<file path="src/rtl/instr_encoder_pkg.sv">
// Shared types and constants for the immediate instruction encoder.
// Holds format encodings, FSM states, range limits and the field packer.
package instr_encoder_pkg;

  typedef enum logic [1:0] {
    IMM_I = 2'b00,
    IMM_S = 2'b01,
    IMM_B = 2'b10,
    IMM_X = 2'b11
  } imm_src_e;

  typedef enum logic [1:0] {
    IDLE   = 2'b00,
    ENCODE = 2'b01,
    OUT    = 2'b10
  } state_e;

  localparam int signed IS_MIN = -2048;
  localparam int signed IS_MAX = 2047;
  localparam int signed B_MIN  = -4096;
  localparam int signed B_MAX  = 4094;

  typedef struct packed {
    logic [1:0]  src;
    logic [31:0] imm;
    logic [6:0]  op;
    logic [2:0]  f3;
    logic [4:0]  rd;
    logic [4:0]  rs1;
    logic [4:0]  rs2;
  } req_t;

  function automatic logic [31:0] pack_instr(req_t r);
    logic [31:0] w;
    w = '0;
    unique case (1'b1)
      r.src == IMM_I:
        w = {r.imm[11:0], r.rs1, r.f3, r.rd, r.op};
      r.src == IMM_S:
        w = {r.imm[11:5], r.rs2, r.rs1,
             r.f3, r.imm[4:0], r.op};
      r.src == IMM_B:
        w = {r.imm[12], r.imm[10:5], r.rs2,
             r.rs1, r.f3, r.imm[4:1],
             r.imm[11], r.op};
      default:
        w = '0;
    endcase
    return w;
  endfunction

endpackage

</file>
<file path="src/rtl/imm_range_check.sv">
// Combinational legality check of an immediate for its format.
// B immediates must also be even.
module imm_range_check
  import instr_encoder_pkg::*;
(
  input  logic [1:0]  ImmSrc,
  input  logic [31:0] Imm,
  output logic        Ok
);

  logic signed [31:0] simm;

  assign simm = Imm;

  always_comb begin
    Ok = 1'b0;
    unique case (1'b1)
      ImmSrc == IMM_I,
      ImmSrc == IMM_S:
        Ok = (simm >= IS_MIN) && (simm <= IS_MAX);
      ImmSrc == IMM_B:
        Ok = (simm >= B_MIN) && (simm <= B_MAX)
             && !Imm[0];
      default:
        Ok = 1'b0;
    endcase
  end

endmodule

</file>
<file path="src/rtl/instr_encoder.sv">
// Three-state encoder: capture request, check and pack, then hold
// the result until the consumer takes it. Counters saturate.
module instr_encoder
  import instr_encoder_pkg::*;
#(
  parameter int CNT_W = 16
) (
  input  logic             clk,
  input  logic             rst,
  input  logic             In_Valid,
  output logic             In_Ready,
  input  logic [1:0]       ImmSrc,
  input  logic [31:0]      Imm,
  input  logic [6:0]       Opcode,
  input  logic [2:0]       Funct3,
  input  logic [4:0]       Rd,
  input  logic [4:0]       Rs1,
  input  logic [4:0]       Rs2,
  output logic [31:0]      Instr,
  output logic             Out_Valid,
  input  logic             Out_Ready,
  output logic             Err,
  output logic [CNT_W-1:0] Enc_Cnt,
  output logic [CNT_W-1:0] Err_Cnt
);

  state_e state;
  req_t   req;
  logic   ok;

  imm_range_check u_chk (
    .ImmSrc (req.src),
    .Imm    (req.imm),
    .Ok     (ok)
  );

  always_ff @(posedge clk or negedge rst) begin
    if (!rst) begin
      state     <= IDLE;
      req       <= '0;
      In_Ready  <= 1'b1;
      Out_Valid <= 1'b0;
      Err       <= 1'b0;
      Instr     <= '0;
      Enc_Cnt   <= '0;
      Err_Cnt   <= '0;
    end else begin
      unique case (state)
        IDLE: begin
          if (In_Valid) begin
            req <= '{src: ImmSrc, imm: Imm,
                     op: Opcode, f3: Funct3,
                     rd: Rd, rs1: Rs1, rs2: Rs2};
            In_Ready <= 1'b0;
            state    <= ENCODE;
          end
        end
        ENCODE: begin
          Instr     <= ok ? pack_instr(req) : '0;
          Err       <= !ok;
          Out_Valid <= 1'b1;
          state     <= OUT;
        end
        OUT: begin
          if (Out_Ready) begin
            Out_Valid <= 1'b0;
            In_Ready  <= 1'b1;
            state     <= IDLE;
            if (Enc_Cnt != '1)
              Enc_Cnt <= Enc_Cnt + CNT_W'(1);
            if (Err && (Err_Cnt != '1))
              Err_Cnt <= Err_Cnt + CNT_W'(1);
          end
        end
        default: begin
          state     <= IDLE;
          In_Ready  <= 1'b1;
          Out_Valid <= 1'b0;
        end
      endcase
    end
  end

endmodule

</file>
<file path="config.mk">
export PLATFORM = sky130hd
export DESIGN_NAME = instr_encoder
export DESIGN_NICKNAME = d
export VERILOG_FILES = /design/src/rtl/instr_encoder_pkg.sv /design/src/rtl/imm_range_check.sv /design/src/rtl/instr_encoder.sv
export SDC_FILE = /design/constraint.sdc
export NUM_CORES = 1
export LEC_CHECK = 0
export CAP_MARGIN = 20
export CORE_MARGIN = 2
export CORE_UTILIZATION = 49
export CTS_BUF_LIST = sky130_fd_sc_hd__clkbuf_4
export CTS_CLUSTER_DIAMETER = 100
export DETAILED_ROUTE_END_ITERATION = 10
export DONT_BUFFER_PORTS = 1
export PLACE_DENSITY = 0.66
export SLEW_MARGIN = 20
export SYNTH_ARGS = -nofsm -noshare
export SYNTH_HDL_FRONTEND = slang
export SYNTH_HIERARCHICAL = 1
export SYNTH_SLANG_ARGS = --single-unit
</file>
<file path="constraint.sdc">
create_clock -name clk -period 2.05 [get_ports clk]
set_input_delay 0.3075 -clock clk [delete_from_list [all_inputs] [get_ports clk]]
set_output_delay 0.3075 -clock clk [all_outputs]
set_load 0.05 [all_outputs]
</file>
==> impl_metrics.yaml <==
placement:
  dp_hpwl_um: 7950
  portBuffers: 0
  gp_congestion: 0.783
timing:
  relSlewSlack_pct: 64.2
  layout_min_cycle_time_ps: 1840
  fin_skew_ps: 15.2
  rsz0062_at_grt: "no"
  setup_viol: 0
  holdWs_ps: -540
  finalSetupTns_ps: 0
  period_share_pct: 89.7
  hold_violations: 128
  tightestPinTransition_ps: 537
  fmax_ghz: 0.544
  drv_slew: 0
logic_synthesis:
  syn_inst: 425
  synth.top_cell.area_share_pct: 57.5
  synth_edf_count: 0
  synth_async_sr_flop_share_pct: 100
  synth_cell_types: 49
  yosysTopAreaCell: "dfrtp_1"
  synth_fp_nets: 490
  avgSynthCellArea_um2: 13.0
  ys_warn_count: 6
  synthTopCellsByArea: "dfrtp_1 (57%), mux2_2 (12%), a22o_1 (5.1%)"
  ys.flop_type: "dfrtp_1"
  synthesis.area_um2: 5530
  yosysSeqAreaShare_pct: 58.0
  yosys_register_bits: 128
detailed_routing:
  drtPass1Iterations: 4
  first_iter_violations: 159
  vias_per_cell: 5.52
  drcViolationCount: 0
  postRouteAntennaNets: 0
  wl_um: 12100
  wl_met2_um: 5890
  met3WireLength_um: 838
  met1_length_um: 5070
  highest-signal-layer: "met4"
  routedWlPerCell_um: 17.7
  vias: 3763
clock_network:
  hold_buffers: 60
  clockBufferDepth: 2
  cts-htree-levels: 4
  ctsRootBufferMaster: "clkbuf_4"
  path_clk_slew_ps: 100
  cts_sinks: 128
  cts_tree: "built"
  insertion_delay_ps: 540
  cts_buffers: 17
global_routing:
  gr-total-overflow: 0
  antenna_found_initial: 0
  grt_usage_pct: 21.3
  grt_pass1_wl_um: 19500
  grt_pass1_vias: 3951
  grt_max_degree: 129
floorplan:
  initial_core_util_pct: 50.6
  die_w_um: 110
  die-area_um2: 12100
  fp.dieH_um: 110
  num_io_pins: 130
  fp-row-count: 38
  core_um2: 10900
worst_hold_path:
  hold_path_class: "input port to async pin"
worst_setup_path:
  start_kind: "flip-flop"
  worstPathRequired_ps: 2530
  critPathCaptureType: "flip-flop"
  reg2regPathDepth: 8
  criticalPathCategory: "flip-flop to flip-flop"
  r2r_start: "req[56]"
  r2r_setup_slack_ps: 210
  rr_endpoint: "Instr[19]"
  crit_arrival_ps: 2310
  crit_fanout: 18
final_layout:
  nets: 594
  postLayoutCoreUtil_pct: 62.4
  n_fill_cell: 880
  diodes: 0
  post_route_cells_drive_above_1_share_pct: 29.0
  area_growth_pct: 23.4
outcome:
  status: "finished, violations left"
  violations: "hold timing"
power_and_ir_drop:
  ir_drop_mv: 0.927
  power_density_nw_per_um2: 1150
  power_leakage_uw: 0.00309
job:
  maxCapViolCount: 0
-- how the worst max path moves through the flow --
| stage | to | cells after the start | slack, ps | start |
|---|---|---|---|---|
| after floorplan | Err_Cnt[1] | 6 | 80 | Err_Cnt[0] |
| after global placement | Instr[1] | 8 | 150 | req[42] |
| after detailed placement | Instr[19] | 8 | 130 | req[42] |
| after CTS | Instr[2] | 8 | 100 | req[42] |
| after global routing | Instr[2] | 8 | 30 | req[56] |
| final | Instr[19] | 8 | 210 | req[56] |
-- layout make-up --
type / instances / area, µm² / share of cell area [%]
inverter: 5 / 18.8 / 0.275
tap: 140 / 175 / 2.57
clock buffer: 18 / 135 / 1.98
sequential: 128 / 3210 / 47.0
multi-input combinational: 273 / 2230 / 32.7
clock inverter: 14 / 100 / 1.47
timing repair buffer: 104 / 956 / 14.0
-- sequential cells by signal (all words and copies together) (netlist names) --
signal	count
Out_Valid	1
Err_Cnt	16
Instr	32
state	2
Enc_Cnt	16
In_Ready	1
Err	1
req	59
-- power by group --
| group | switching, µW | internal (µW) |
|---|---|---|
| registers | 634 | 3250 |
| clock network | 908 | 588 |
| logic | 1280 | 1180 |
-- critical path: stages, from the launching register on --
cell,delay (ps)
dfrtp_2,450
nor4_2,260
nand3_1,120
nor3_2,180
a21o_1,140
inv_1,80
a211oi_4,230
buf_12,190
a22o_1,130
-- cells by family (layout without fill, tap and decap cells) --
| family | count (synthesis) | after routing | synth area share, % |
|---|---|---|---|
| buffers and inverters | 24 | 141 | 2.15 |
| XOR/XNOR | 25 | 25 | 3.96 |
| AO/OA/AOI/OAI | 65 | 65 | 8.44 |
| multiplexers | 68 | 68 | 13.8 |
| flip-flops | 128 | 128 | 58.0 |
| adder cells (fa/ha/maj) | 2 | 2 | 0.453 |
| AND/OR/NAND/NOR | 113 | 113 | 13.3 |
-- layout by cell type, fill, tap and decap left out, types with 2 or more instances in the layout --
master,netlist,final
mux2i_1,6,6
buf_12,0,2
inv_1,5,5
xnor2_1,7,7
nand3_1,7,7
clkbuf_4,0,18
ha_1,2,2
o21a_1,2,2
and2_1,3,3
clkinv_2,0,10
nand2_1,22,22
dlygate4sd3_1,0,60
nor4_1,10,9
and3_1,5,5
nor3_1,8,8
nand3_2,3,3
nor2_4,1,2
xor2_1,18,18
nor2_1,8,7
nor2b_1,6,6
o21ai_0,16,16
buf_4,0,42
mux2_2,60,60
a21oi_1,8,8
nor3b_1,2,2
nand2b_1,4,3
dfrtp_1,127,126
a22o_1,32,32
a31oi_1,3,3
and4_1,3,3
nand4_1,16,16
nor4_2,4,5
-- layer usage --
metal | GRT usage [%] | vias to the layer above
met5 | 0 | -
met4 | 9.20 | 0
met2 | 34.4 | 107
li1 | - | 1776
met3 | 7.70 | 25
met1 | 25.8 | 1855
-- repair_timing --
| action | in CTS | in global routing |
|---|---|---|
| endpoints found under the hold margin | 190 | 128 |
| gates resized for setup | 0 | 2 |
| endpoints found under the setup margin | 0 | 22 |
| setup buffers | 0 | 0 |
-- per-stage QoR --
stage	cells	setup slack, ps	total power, µW	hold WS (ps)	cell area (µm²)
3_5_place_dp	590	133	6270	14.6	5980
2_1_floorplan	425	80.3	5630	11.9	5530
4_1_cts	682	98.7	7870	-597	6810
6_report	682	211	7840	-540	6820
5_1_grt	682	33.8	8370	-624	6820
3_3_place_gp	590	150	6180	14.4	5980
-- cell usage after synthesis, types with 6 or more instances --
library cell / instances
a21oi_1: 8
a22o_1: 32
buf_2: 11
dfrtp_1: 127
mux2_2: 60
mux2i_1: 6
nand2_1: 22
nand3_1: 7
nand4_1: 16
nor2_1: 8
nor2b_1: 6
nor3_1: 8
nor4_1: 10
o21ai_0: 16
xnor2_1: 7
xor2_1: 18
(Power assumes the default switching activity.)
